`config.mk`:
```
export PLATFORM = sky130hd
export DESIGN_NAME = hs32_mul_seq_flat
export DESIGN_NICKNAME = d
export VERILOG_FILES = /design/src/rtl/hs32_mul_seq_if.sv /design/src/rtl/hs32_mul_seq.sv /design/src/flat_wrapper.sv
export SDC_FILE = /design/constraint.sdc
export NUM_CORES = 1
export LEC_CHECK = 0
export BUFFER_PORTS_ARGS = -buffer_cell sky130_fd_sc_hd__buf_2
export CORE_UTILIZATION = 25
export DETAILED_ROUTE_END_ITERATION = 8
export HOLD_SLACK_MARGIN = 0.15
export SETUP_SLACK_MARGIN = 0.4
export SYNTH_ARGS = -nofsm -noshare
export SYNTH_HDL_FRONTEND = slang
export SYNTH_SLANG_ARGS = --single-unit
```
`constraint.sdc`:
```
create_clock -name clk -period 3.6 [get_ports clk]
set_input_delay 0.18 -clock clk [delete_from_list [all_inputs] [get_ports clk]]
set_output_delay 0.18 -clock clk [all_outputs]
set_load 0.01 [all_outputs]
```
`src/rtl/hs32_mul_seq_if.sv`:
```
// Package with the shared ALU control word, plus the bus interface that
// groups the operand/result handshakes and the borrowed-ALU port of the
// hs32 shift-and-add multiplier sequencer.
package hs32_pkg;
  typedef struct packed {
    logic [1:0] opr;
    logic       neg;
    logic       sub;
    logic       cen;
    logic       fwe;
  } hs32_aluctl;
endpackage

interface hs32_mul_seq_if #(parameter int WIDTH = 32);
  import hs32_pkg::*;

  logic             flush_i;
  logic             req_valid_i;
  logic             req_ready_o;
  logic [WIDTH-1:0] req_a_i;
  logic [WIDTH-1:0] req_b_i;
  logic             resp_valid_o;
  logic             resp_ready_i;
  logic [WIDTH-1:0] resp_data_o;
  logic             alu_req_o;
  logic             alu_gnt_i;
  logic [WIDTH-1:0] alu_a_o;
  logic [WIDTH-1:0] alu_b_o;
  hs32_aluctl       alu_ctl_o;
  logic [WIDTH-1:0] alu_out_i;

  // Sequencer side
  modport slave (
    input  flush_i, req_valid_i, req_a_i, req_b_i, resp_ready_i,
           alu_gnt_i, alu_out_i,
    output req_ready_o, resp_valid_o, resp_data_o,
           alu_req_o, alu_a_o, alu_b_o, alu_ctl_o
  );

  // Pipeline / ALU-mux side
  modport master (
    output flush_i, req_valid_i, req_a_i, req_b_i, resp_ready_i,
           alu_gnt_i, alu_out_i,
    input  req_ready_o, resp_valid_o, resp_data_o,
           alu_req_o, alu_a_o, alu_b_o, alu_ctl_o
  );
endinterface

```
`src/rtl/hs32_mul_seq.sv`:
```
// hs32_mul_seq: multi-cycle 32x32 -> low-32 shift-and-add multiplier.
// The additions are done on the shared core ALU, which is requested only
// on iterations whose current multiplier bit is 1. All outputs are decoded
// from registered state, so there is no input-to-output combinational path.
module hs32_mul_seq
  import hs32_pkg::*;
#(
  parameter int WIDTH = 32
) (
  input  logic         clk,
  input  logic         reset,
  hs32_mul_seq_if.slave bus
);

  typedef enum logic [1:0] {
    S_IDLE = 2'd0,
    S_RUN  = 2'd1,
    S_DONE = 2'd2
  } state_t;

  state_t           r_state;
  logic [WIDTH-1:0] r_p;   // accumulator
  logic [WIDTH-1:0] r_m;   // multiplicand, shifts left
  logic [WIDTH-1:0] r_q;   // multiplier, shifts right

  logic [WIDTH-1:0] w_q_next;
  logic [WIDTH-1:0] w_m_next;
  logic             w_alu_req;
  logic             w_step;

  assign w_q_next  = {1'b0, r_q[WIDTH-1:1]};
  assign w_m_next  = {r_m[WIDTH-2:0], 1'b0};
  assign w_alu_req = (r_state == S_RUN) && r_q[0];
  // An iteration advances when no add is needed, or the add was granted.
  // A grant seen without a request is ignored by construction.
  assign w_step    = (r_state == S_RUN) && (!r_q[0] || bus.alu_gnt_i);

  assign bus.req_ready_o  = (r_state == S_IDLE);
  assign bus.resp_valid_o = (r_state == S_DONE);
  assign bus.resp_data_o  = r_p;
  assign bus.alu_req_o    = w_alu_req;
  assign bus.alu_a_o      = w_alu_req ? r_p : {WIDTH{1'b0}};
  assign bus.alu_b_o      = w_alu_req ? r_m : {WIDTH{1'b0}};
  // Plain add, no flag update, ever.
  assign bus.alu_ctl_o    = '{opr: 2'b00, neg: 1'b0, sub: 1'b0, cen: 1'b0, fwe: 1'b0};

  // Sequencer FSM and datapath registers; flush overrides every transition.
  always_ff @(posedge clk or posedge reset) begin
    if (reset) begin
      r_state <= S_IDLE;
      r_p     <= {WIDTH{1'b0}};
      r_m     <= {WIDTH{1'b0}};
      r_q     <= {WIDTH{1'b0}};
    end else if (bus.flush_i) begin
      r_state <= S_IDLE;
    end else begin
      case (r_state)
        S_IDLE: begin
          if (bus.req_valid_i) begin
            r_p     <= {WIDTH{1'b0}};
            r_m     <= bus.req_a_i;
            r_q     <= bus.req_b_i;
            r_state <= (bus.req_b_i == {WIDTH{1'b0}}) ? S_DONE : S_RUN;
          end
        end
        S_RUN: begin
          if (w_step) begin
            if (r_q[0]) begin
              r_p <= bus.alu_out_i;   // carry out of the ALU is dropped
            end
            r_m <= w_m_next;
            r_q <= w_q_next;
            if (w_q_next == {WIDTH{1'b0}}) begin
              r_state <= S_DONE;
            end
          end
        end
        S_DONE: begin
          if (bus.resp_ready_i) begin
            r_state <= S_IDLE;
          end
        end
        default: begin
          r_state <= S_IDLE;
        end
      endcase
    end
  end

endmodule

```
`src/flat_wrapper.sv`:
```
// flat-port wrapper written by rule: the top's interface ports become plain ports
module hs32_mul_seq_flat import hs32_pkg::*;
#(
  parameter int WIDTH = 32
)
  (clk, reset, bus_flush_i, bus_req_valid_i, bus_req_a_i, bus_req_b_i, bus_resp_ready_i, bus_alu_gnt_i, bus_alu_out_i, bus_req_ready_o, bus_resp_valid_o, bus_resp_data_o, bus_alu_req_o, bus_alu_a_o, bus_alu_b_o, bus_alu_ctl_o);
  hs32_mul_seq_if #(.WIDTH(WIDTH)) bus_i ();
  input  logic clk;
  input  logic reset;
  input wire logic [$bits(bus_i.flush_i)-1:0] bus_flush_i;
  input wire logic [$bits(bus_i.req_valid_i)-1:0] bus_req_valid_i;
  input wire logic [$bits(bus_i.req_a_i)-1:0] bus_req_a_i;
  input wire logic [$bits(bus_i.req_b_i)-1:0] bus_req_b_i;
  input wire logic [$bits(bus_i.resp_ready_i)-1:0] bus_resp_ready_i;
  input wire logic [$bits(bus_i.alu_gnt_i)-1:0] bus_alu_gnt_i;
  input wire logic [$bits(bus_i.alu_out_i)-1:0] bus_alu_out_i;
  output wire logic [$bits(bus_i.req_ready_o)-1:0] bus_req_ready_o;
  output wire logic [$bits(bus_i.resp_valid_o)-1:0] bus_resp_valid_o;
  output wire logic [$bits(bus_i.resp_data_o)-1:0] bus_resp_data_o;
  output wire logic [$bits(bus_i.alu_req_o)-1:0] bus_alu_req_o;
  output wire logic [$bits(bus_i.alu_a_o)-1:0] bus_alu_a_o;
  output wire logic [$bits(bus_i.alu_b_o)-1:0] bus_alu_b_o;
  output wire logic [$bits(bus_i.alu_ctl_o)-1:0] bus_alu_ctl_o;
  assign bus_i.flush_i = bus_flush_i;
  assign bus_i.req_valid_i = bus_req_valid_i;
  assign bus_i.req_a_i = bus_req_a_i;
  assign bus_i.req_b_i = bus_req_b_i;
  assign bus_i.resp_ready_i = bus_resp_ready_i;
  assign bus_i.alu_gnt_i = bus_alu_gnt_i;
  assign bus_i.alu_out_i = bus_alu_out_i;
  assign bus_req_ready_o = bus_i.req_ready_o;
  assign bus_resp_valid_o = bus_i.resp_valid_o;
  assign bus_resp_data_o = bus_i.resp_data_o;
  assign bus_alu_req_o = bus_i.alu_req_o;
  assign bus_alu_a_o = bus_i.alu_a_o;
  assign bus_alu_b_o = bus_i.alu_b_o;
  assign bus_alu_ctl_o = bus_i.alu_ctl_o;
  hs32_mul_seq #(.WIDTH(WIDTH)) u_core (.clk(clk), .reset(reset), .bus(bus_i));
endmodule
```
==> metrics.txt, run 1 <==
final setup vio count 0; Warnings, synthesis 0; Hold WS 0.524 ns; Final GP Congestion 0.711; Util after Layout 38.6%; n_diodes 0; Min-Delay Startpoint bus_alu_gnt_i; Hold Crit Class in2reg; ys flop type dfrtp_1; vias post-DR 4,993; clock network power share 21.4%; DRC Markers 0; # clock sinks 98; #FFs+latches synth 98; pins over their slew limit 0; Area Overhead vs Synth 50.4%; chip width 141 um; number of global-route vias before repair 4,667; I/O pins 207; IO buf count 200; combinational share of power 36.2%; Detailed Route Iter0 Violations 256; peak supply drop 0.000231 V; Post-CTS Resized 0; total track usage 15.6%; WHS Endpoint u_core.r_state[0]$_DFFE_PP0P_; Post-Syn Area per Cell 8.81 um2; min Tclk post-route 2.49 ns; setup tns final 0 ns; initial antenna violation count 0; largest net degree at the start of global routing 75; Rows 50; CP Class reg2out; fin nets 921; clock latency on the worst-skew pair 0.35 ns; Max Clk Rate 401 MHz; largest area contributor in the netlist dfrtp_1; Final Cycle Share 69.3%; CP Capture Type output pin; Worst setup SP type flop; CP required 3.42 ns; Post-synth EDFFs 0; Synth top cells by count nand2_1 (127), dfrtp_1 (98), nor2_1 (67), and3_1 (64), a31oi_1 (62); Seq pwr share 42.4%; Psw 1.75 mW; clk_skew 0.0122 ns; die height 141 um; Routed Wire Length 15,500 um; clock-pin slew on the worst setup and hold paths 0.08 ns; DRT antenna net count 0; DR vias/cell 4.61; H-tree levels 3; Reg-to-Reg Start u_core.r_state[0]$_DFFE_PP0P_; hold_buf cts 100; Hold Fails Final Rpt 0; CTS Buffer Depth 2; Avg WL per Cell 14.3 um; WP data arrival 2.31 ns; pwr dens 617 nW/um2; unrepaired setup endpoints after global routing false; most frequent cell after synthesis nand2_1; worst slew pin tran 0.831 ns; Root Driver clkbuf_16; Internal 2.74 mW; crit-path max FO 74; Synth top area share 50.7%; GR Overflow Total 0; Setup Buffers After CTS 0; count of different cell masters after synthesis 30; worst relative slew slack 44.5%; Core ar. 18,800 um2; global-route wire length before repair 24,300 um; Pre-antenna DRT Iters 5; Post-Syn Instances 549; final worst-path setup slack 1.11 ns; switching share of power 39.0%; top post-synthesis cells by area dfrtp_1 (51%), nand2_1 (9.9%), and3_1 (8.3%); status completed; fraction of layout cells with a size suffix above 1 28.3%; worst r2r path cells 4; die area 19,900 um2; Hold Crit Depth 5; Register-to-Register Setup Slack 1.43 ns; Max-Cap Viols 0; post-synthesis cell area 4840 um2; leak pwr 3.79 nW; CTS tree built; dpl ws 1.40 ns; number of CTS-inserted buffers 9; R2R Path End u_core.bus.resp_data_o[6]$_DFFE_PP0P_; async set-reset flop share out of synthesis 100%; sequential element share of the synthesized area 50.7%; Initial Util 25.7%; post-detail-place hpwl 9930 um
stage by stage:
stage	power, mW	instance area, um2	std cells
4_1_cts	4.54	7280	1084
6_report	4.49	7280	1084
3_5_place_dp	3.47	5980	968
3_3_place_gp	3.44	5980	968
5_1_grt	4.84	7280	1084
2_1_floorplan	2.93	4860	554
placed cells by master, fill, tap and decap left out, types with 2 or more instances in the layout:
cell type,synthesis,routed
inv_8,0,3
a31oi_1,62,62
clkbuf_16,0,9
dlygate4sd3_1,0,100
a22o_1,32,32
buf_2,15,200
nand3_1,2,2
nor4_1,15,15
buf_12,0,2
nor2b_1,3,2
dfrtp_1,98,97
buf_4,14,7
o21ai_0,2,2
and2_4,2,2
nor2_1,67,67
and3_1,64,64
nand2_1,127,127
nand4_1,3,3
clkinv_4,0,2
inv_1,5,4
conb_1,1,6
power by group through the flow:
stage | clock network [mW] | logic, mW | registers (mW)
6_report | 0.961 | 1.63 | 1.90
5_1_grt | 1.04 | 1.83 | 1.96
4_1_cts | 1.00 | 1.64 | 1.90
3_5_place_dp | 0 | 1.55 | 1.92
3_3_place_gp | 0 | 1.51 | 1.92
2_1_floorplan | 0 | 1.07 | 1.85
worst max-delay path: stages (launching register included):
cell,delay (ns)
dfrtp_1,0.47
nor2b_4,0.74
buf_12,0.34
and3_1,0.21
buf_2,0.13
cell families after synthesis:
kind of cell           synth area share (%)
muxes                                 0.207
AOI/OAI and AO/OA                      15.0
and+or+nand+nor                        27.2
buffers and inverters                  6.90
other                                0.0775
DFF                                    50.7
worst max path at each step:
stage                                   from                                endpoint  slack, ns  depth (start not counted)
2_1_floorplan                          reset   u_core.bus.resp_data_o[0]$_DFFE_PP0P_       0.86                          1
3_3_place_gp   u_core.r_state[0]$_DFFE_PP0P_   u_core.bus.resp_data_o[5]$_DFFE_PP0P_       1.51                          5
3_5_place_dp   u_core.r_state[0]$_DFFE_PP0P_  u_core.bus.resp_data_o[29]$_DFFE_PP0P_       1.40                          4
4_1_cts        u_core.r_state[0]$_DFFE_PP0P_                         bus_alu_b_o[22]       1.12                          4
5_1_grt        u_core.r_state[0]$_DFFE_PP0P_                         bus_alu_b_o[19]       0.95                          4
6_report       u_core.r_state[0]$_DFFE_PP0P_                         bus_alu_b_o[22]       1.11                          4
flip-flops by register name, indices dropped and copies added, names as in the netlist:
name                    count
u_core.bus.resp_data_o     32
u_core.r_m                 32
u_core.r_q                 32
u_core.r_state              2
area by class of cell:
cell class / instances / area, um2
clock buffer: 9 / 225
timing repair buffer: 309 / 2090
inverter: 5 / 21.3
fill: 1847 / 11600
sequential: 98 / 2450
tap: 260 / 325
clock inverter: 7 / 67.6
multi-input combinational: 396 / 2090
routing by layer:
metal  vias up  wire (um)  GRT usage [%]
li1       2447          -              -
met1      2331       7060           20.0
met2       204       7310           26.5
met3        11        966           3.16
met4         0        157           4.18
met5         -          0              0
No activity file was read; power rests on OpenSTA's default activity.
==> run 2: changes to the inputs <==
==> constraint.sdc (replaced) <==
create_clock -name clk -period 2.5 [get_ports clk]
set_input_delay 0.125 -clock clk [delete_from_list [all_inputs] [get_ports clk]]
set_output_delay 0.125 -clock clk [all_outputs]
set_load 0.01 [all_outputs]
==> run 2 against run 1 <==
Net effect: clock-buffer cell count increased by 2; via count decreased by 0.66%; sequential power increased by 43%; design area decreased by 0.10%; setup slack got worse by 0.53 ns; final cell count about the same; clock skew decreased by 0.0032 ns; non-clock buffer count decreased by 1; highest routed layer unchanged.
==> metrics.txt, run 2 (synthesis results as in run 1) <==
Routed Wire Length 15,300 um (-1.0%); Register-to-Register Setup Slack 0.68 ns (-0.75 ns); Rows 50 (unchanged); max incr delay on CP 0.45 ns (-0.29 ns); chip width 141 um (unchanged); Max-Cap Viols 0 (unchanged); R2R Path End u_core.bus.resp_data_o[14]$_DFFE_PP0P_; die area 19,900 um2 (unchanged); switching share of power 38.3% (-0.64 points); H-tree levels 3 (unchanged); number of CTS-inserted buffers 9 (unchanged); I/O pins 207 (unchanged); CP Capture Type output pin; DRC Markers 0 (unchanged); worst r2r path cells 5 (+1); Hold Crit Depth 5 (unchanged); initial antenna violation count 0 (unchanged); met1 Resource Use GR 20.2% (+0.22 points); Hold Fails Final Rpt 0 (unchanged); unrepaired setup endpoints after global routing false; Root Driver clkbuf_16; CP Class reg2out; # clock sinks 98 (unchanged); status completed; clock network power share 20.8% (-0.6 points); GRT busiest layer met2; crit-path max FO 43 (-42%); Post-CTS Resized 0 (unchanged); hold_buf cts 99 (-1.0%); clock latency on the worst-skew pair 0.35 ns (about the same); Area Overhead vs Synth 50.2%; min Tclk post-route 1.92 ns; pins over their slew limit 0 (unchanged); total track usage 15.6% (about the same); number of global-route vias before repair 4,633 (-0.73%); Max Clk Rate 520 MHz; fin nets 920 (-0.11%); area occupied by registers 2450 um2 (unchanged); Final GP Congestion 0.730 (+2.7%); global-route wire length before repair 24,300 um (about the same); Worst setup SP type flop; Core ar. 18,800 um2 (unchanged); fraction of layout cells with a size suffix above 1 28.2% (-0.087 points); setup tns final 0 ns (unchanged); total power 6.41 mW (+43%); GR Overflow Total 0 (unchanged); worst relative slew slack 60.5% (+16 points); CTS Buffer Depth 2 (unchanged); met2 usage 26.3% (-0.16 points); grt met3 use 3.16% (unchanged); n_diodes 0 (unchanged); Hold Crit Class in2reg; Internal 3.96 mW (+44%); final setup vio count 0 (unchanged); Pre-antenna DRT Iters 6 (+1); Reg-to-Reg Start u_core.r_state[0]$_DFFE_PP0P_; Initial Util 25.7% (unchanged); Seq pwr share 42.5% (about the same); largest net degree at the start of global routing 99 (+32%); most frequent cells in the layout buf_2 (200), nand2_1 (127), dlygate4sd3_1 (99); Min-Delay Startpoint bus_alu_gnt_i; CTS tree built; WHS Endpoint u_core.r_state[1]$_DFFE_PP0P_; pwr dens 882 nW/um2 (+43%); DRT antenna net count 0 (unchanged); Setup Buffers After CTS 0 (unchanged); combinational share of power 36.7% (+0.5 points); Final Cycle Share 76.9%; vias post-DR 4,960 (-0.66%); most common cell after layout, fill and taps aside buf_2; leak pwr 3.77 nW (-0.34%); post-detail-place hpwl 9690 um (-2.4%); Fillers 1,867 (+1.1%); Avg WL per Cell 14.2 um (-0.91%); Detailed Route Iter0 Violations 259 (+1.2%); DR vias/cell 4.58 (-0.57%); Slowest cell on crit path dfrtp_1; peak supply drop 0.000347 V (+50%); multi-input logic area 2090 um2 (unchanged); die height 141 um (unchanged); worst slew pin tran 0.592 ns (-0.238 ns); clk_skew 0.00897 ns (-0.00321 ns); Psw 2.46 mW (+40%); WP data arrival 1.80 ns (-0.51 ns); IO buf count 200 (unchanged); crit-path cells nor2b_4 -> buf_4 -> and3_1 -> buf_2; CP required 2.38 ns (-1.04 ns); clock-pin slew on the worst setup and hold paths 0.07 ns (about the same)
run 2: changes by cell type in the layout (fill, tap and decap cells not counted):
| cell | delta |
|---|---|
| buf_12 | +1 |
| buf_4 | -1 |
| clkbuf_1 | +1 |
| clkbuf_8 | +1 |
| clkinv_2 | +1 |
| clkinvlp_4 | +1 |
| dlygate4sd3_1 | -1 |
| inv_4 | -1 |
| inv_8 | -3 |
run 2: critical path: cells and delay by family, from the launching register on:
family,cells,cell delay [ns]
buffers and inverters,2,0.49
and+or+nand+nor,2,0.48
DFF,1,0.45
run 2: cell type report:
| cell class | count | area share, % |
|---|---|---|
| multi-input combinational | 396 | 28.7 |
| clock inverter | 5 | 0.534 |
| tap | 260 | 4.48 |
| timing repair buffer | 308 | 28.8 |
| inverter | 5 | 0.310 |
| sequential | 98 | 33.8 |
| clock buffer | 11 | 3.34 |
run 2: metrics by stage:
stage	area [um2]	utilization (%)	std cells	setup WS, ns	hold WS [ns]
global placement	6000	31.8	968	0.733	0.329
CTS	7270	38.6	1083	0.536	0.433
detailed placement	6000	31.8	968	0.694	0.337
global route	7270	38.6	1083	0.436	0.479
finish	7270	38.6	1083	0.578	0.431
floorplan	4860	-	554	0.989	0.258
run 2: worst max path at each step:
stage | start | endpoint | slack [ns] | cells after the start
floorplan | u_core.r_state[0]$_DFFE_PP0P_ | u_core.bus.resp_data_o[0]$_DFFE_PP0P_ | 0.99 | 7
global placement | u_core.r_q[0]$_DFFE_PP0P_ | u_core.bus.resp_data_o[0]$_DFFE_PP0P_ | 0.73 | 4
detailed placement | u_core.r_state[0]$_DFFE_PP0P_ | u_core.bus.resp_data_o[14]$_DFFE_PP0P_ | 0.69 | 5
CTS | u_core.r_state[0]$_DFFE_PP0P_ | bus_alu_a_o[13] | 0.54 | 4
global route | u_core.r_state[0]$_DFFE_PP0P_ | bus_alu_a_o[13] | 0.44 | 4
finish | u_core.r_state[0]$_DFFE_PP0P_ | bus_alu_a_o[13] | 0.58 | 4
run 2: layer usage:
metal	up-vias	routed length [um]
met4	0	166
met2	179	7430
met1	2323	6950
met5	-	0
li1	2447	-
met3	11	798
run 2: power groups by stage:
stage                     clock network [mW]  logic (mW)  registers (mW)
after global placement                     0        2.21            2.75
final                                   1.34        2.35            2.72
after CTS                               1.41        2.38            2.73
after global routing                    1.46        2.65            2.82
after detailed placement                   0        2.26            2.75
after floorplan                            0        1.54            2.67
==> run 3: changes to the inputs <==
--- a/config.mk
+++ b/config.mk
@@ -5,6 +5,7 @@
 export SDC_FILE = /design/constraint.sdc
 export NUM_CORES = 1
 export LEC_CHECK = 0
+export ABC_AREA = 1
 export BUFFER_PORTS_ARGS = -buffer_cell sky130_fd_sc_hd__buf_2
 export CORE_UTILIZATION = 25
 export DETAILED_ROUTE_END_ITERATION = 8
==> constraint.sdc (replaced) <==
create_clock -name clk -period 1.9 [get_ports clk]
set_input_delay 0.095 -clock clk [delete_from_list [all_inputs] [get_ports clk]]
set_output_delay 0.095 -clock clk [all_outputs]
set_load 0.01 [all_outputs]
==> run 3 against run 2 <==
Net effect: total power increased by 81%; area after synthesis rose by 4.3%; combinational power rose to 2.6 times the previous value; via count rose by 13%; wire length rose by 16%; die area grew 4.2%; critical path type is now reg2reg.
==> metrics.txt, run 3 <==
fin area 8790 um2 (+21%); Synth top area share 48.6% (-2.1 points); die area 20,800 um2 (+4.2%); R2R Path End u_core.bus.resp_data_o[13]$_DFFE_PP0P_; #FFs+latches synth 98 (unchanged); Final GP Congestion 0.741 (+1.5%); Hold WS 0.335 ns (-0.0958 ns); Synth Area in Compound Gates 16.1% (+1.1 points); Synth top cells by count nand2_1 (159), nor2_1 (111), dfrtp_1 (98), inv_1 (77), o21ai_0 (52); n_diodes 0 (unchanged); H-tree levels 3 (unchanged); async set-reset flop share out of synthesis 100% (unchanged); final setup vio count 0 (unchanged); leak pwr 4.30 nW (+14%); CP Capture Type flop; xor/xnor share of the synthesized area 0% (unchanged); peak supply drop 0.000520 V (+50%); setup tns final 0 ns (unchanged); Area Overhead vs Synth 74.3%; Avg WL per Cell 14.0 um (-1.3%); largest area contributor in the netlist dfrtp_1; Hold Crit Class in2reg; most frequent cell after synthesis nand2_1; chip width 144 um (+2.1%); largest family of logic cells by synthesized area simple AND/OR/NAND/NOR gates; final worst-path setup slack 0.211 ns (-0.368 ns); unrepaired setup endpoints after global routing true; worst r2r path cells 10 (+5); vias post-DR 5,607 (+13%); Post-synth EDFFs 0 (unchanged); largest net degree at the start of global routing 99 (unchanged); most common cell after layout, fill and taps aside buf_2; most frequent cells in the layout buf_2 (192), nand2_1 (128), dlygate4sd3_1 (100); die height 144 um (+2.1%); fin nets 1,103 (+20%); dpl ws 0.284 ns (-0.410 ns); Hold Fails Final Rpt 0 (unchanged); area occupied by registers 2450 um2 (unchanged); Detailed Route Iter0 Violations 208 (-20%); global-route wire length before repair 24,400 um (+0.60%); clock latency on the worst-skew pair 0.35 ns (about the same); multiplexer share of the synthesized area 0% (-0.21 points); GR Overflow Total 0 (unchanged); Pre-antenna DRT Iters 5 (-1); Initial Util 25.8% (+0.058 points); Adder-Cell Fraction of Synth Area 0% (unchanged); status completed; fraction of layout cells with a size suffix above 1 34.4% (+6.2 points); initial antenna violation count 0 (unchanged); DRT antenna net count 0 (unchanged); pwr dens 1320 nW/um2 (+50%); ys flop type dfrtp_1; Reg-to-Reg Start u_core.r_state[0]$_DFFE_PP0P_; clk_skew 0.0103 ns (+0.00133 ns); Simple-Gate Fraction of Synth Area 24.2% (-2.9 points); CP required 2.15 ns (-0.23 ns); Post-Syn Instances 665 (+21%); CTS tree built; CP Class reg2reg; multi-input logic area 2400 um2 (+15%); Register-to-Register Setup Slack 0.21 ns (-0.47 ns); min Tclk post-route 1.69 ns; DRC Markers 0 (unchanged); DR vias/cell 4.41 (-3.7%); WHS Endpoint u_core.r_state[0]$_DFFE_PP0P_; Rows 51 (+2.0%); Final Cycle Share 88.9%; top post-synthesis cells by area dfrtp_1 (49%), nand2_1 (12%), nor2_1 (8.3%); Cell Area, Placed 6330 um2 (+5.6%); crit-path max FO 8 (-81%); number of CTS-inserted buffers 9 (unchanged); pins over their slew limit 0 (unchanged); Hold Crit Depth 7 (+2); # clock sinks 98 (unchanged); WP data arrival 1.94 ns (+0.14 ns); Post-Syn Area per Cell 7.59 um2 (-14%); number of global-route vias before repair 5,088 (+9.8%); Fillers 1,854 (-0.70%); IO buf count 200 (unchanged); post-synthesis cell area 5040 um2 (+4.3%); Root Driver clkbuf_16; crit-path cells nand2_4 -> nor2_4 -> buf_6 -> a21oi_4 -> nand2_4 -> nor2_4 -> buf_12 -> buf_6 -> nand2_1 -> o21ai_0; worst slew pin tran 0.625 ns (+0.0329 ns); Max Clk Rate 592 MHz; Routed Wire Length 17,800 um (+16%); worst relative slew slack 58.3% (-2.2 points); clock-pin slew on the worst setup and hold paths 0.07 ns (about the same); CTS Buffer Depth 2 (unchanged); Slowest cell on crit path dfrtp_2; Worst setup SP type flop; Max-Cap Viols 0 (unchanged); Core ar. 19,600 um2 (+4.0%); I/O pins 207 (unchanged); max incr delay on CP 0.44 ns (about the same); Warnings, synthesis 0 (unchanged); post-detail-place hpwl 9920 um (+2.3%); sequential element share of the synthesized area 48.6% (-2.1 points); Min-Delay Startpoint bus_req_valid_i; count of different cell masters after synthesis 25 (-17%); total track usage 15.3% (-0.29 points)
==> run 3: metal layers <==
layer  share of wire, %  global-route usage [%]  up-vias  wire (um)
met4                2.0                    6.27        0        359
met5                  0                       0        -          0
met3                6.2                    2.75       29       1090
li1                   -                       -     2777          -
met1                 43                    18.6     2601       7580
met2                 49                    26.5      200       8750
==> run 3: worst max-delay path by stage <==
stage	slack, ns	endpoint	startpoint	depth (start not counted)
3_5_place_dp	0.28	u_core.r_m[20]$_DFFE_PP0P_	u_core.r_state[0]$_DFFE_PP0P_	8
4_1_cts	0.22	bus_alu_a_o[21]	u_core.r_state[1]$_DFFE_PP0P_	7
5_1_grt	0.15	u_core.bus.resp_data_o[4]$_DFFE_PP0P_	u_core.r_state[0]$_DFFE_PP0P_	10
2_1_floorplan	0.47	u_core.r_m[10]$_DFFE_PP0P_	u_core.r_state[1]$_DFFE_PP0P_	9
3_3_place_gp	0.31	bus_alu_b_o[30]	u_core.r_state[1]$_DFFE_PP0P_	7
6_report	0.21	u_core.bus.resp_data_o[13]$_DFFE_PP0P_	u_core.r_state[0]$_DFFE_PP0P_	10
==> run 3: cell type report <==
class / instances / share of cell area, %
clock buffer: 10 / 2.60
clock inverter: 6 / 0.754
inverter: 81 / 3.81
multi-input combinational: 446 / 27.3
sequential: 98 / 27.9
tap: 265 / 3.77
timing repair buffer: 364 / 33.7
timing repair inverter: 1 / 0.0996
==> run 3: cell families (layout without fill, tap and decap cells) <==
kind of cell / Yosys count / in the layout
and+or+nand+nor: 308 / 308
other: 1 / 6
DFF: 98 / 98
buffers and inverters: 126 / 462
AOI/OAI and AO/OA: 132 / 132
==> run 3: through the flow <==
step | utilization (%) | power (mW) | instances
floorplan | - | 6.22 | 670
global placement | 32.3 | 7.50 | 1104
detailed placement | 32.3 | 7.56 | 1104
CTS | 41.8 | 10.7 | 1248
global route | 44.9 | 12.5 | 1271
finish | 44.9 | 11.6 | 1271
==> run 3: report_power, final <==
part,internal [mW],switching [mW],leakage [nW]
registers,3.01,0.663,1.21
clock network,1.03,0.832,0.147
logic,2.85,3.25,2.94
total,6.89,4.75,4.30
==> run 3: what timing repair did <==
item | 4_1_cts | 5_1_grt
setup buffers | 23 | 12
hold buffers | 100 | 0
gates cloned | 5 | 11
pin swaps | 5 | 10
endpoints found under the hold margin | 196 | 0
resized for setup | 67 | 83
endpoints found under the setup margin | 160 | 162
==> run 3: worst max-delay path: cells and delay by family, from the launching register on <==
kind	cells	cell delay, ns
AND/OR/NAND/NOR	5	0.53
flip-flops	1	0.44
buffers and inverters	3	0.40
AO/OA/AOI/OAI	2	0.22
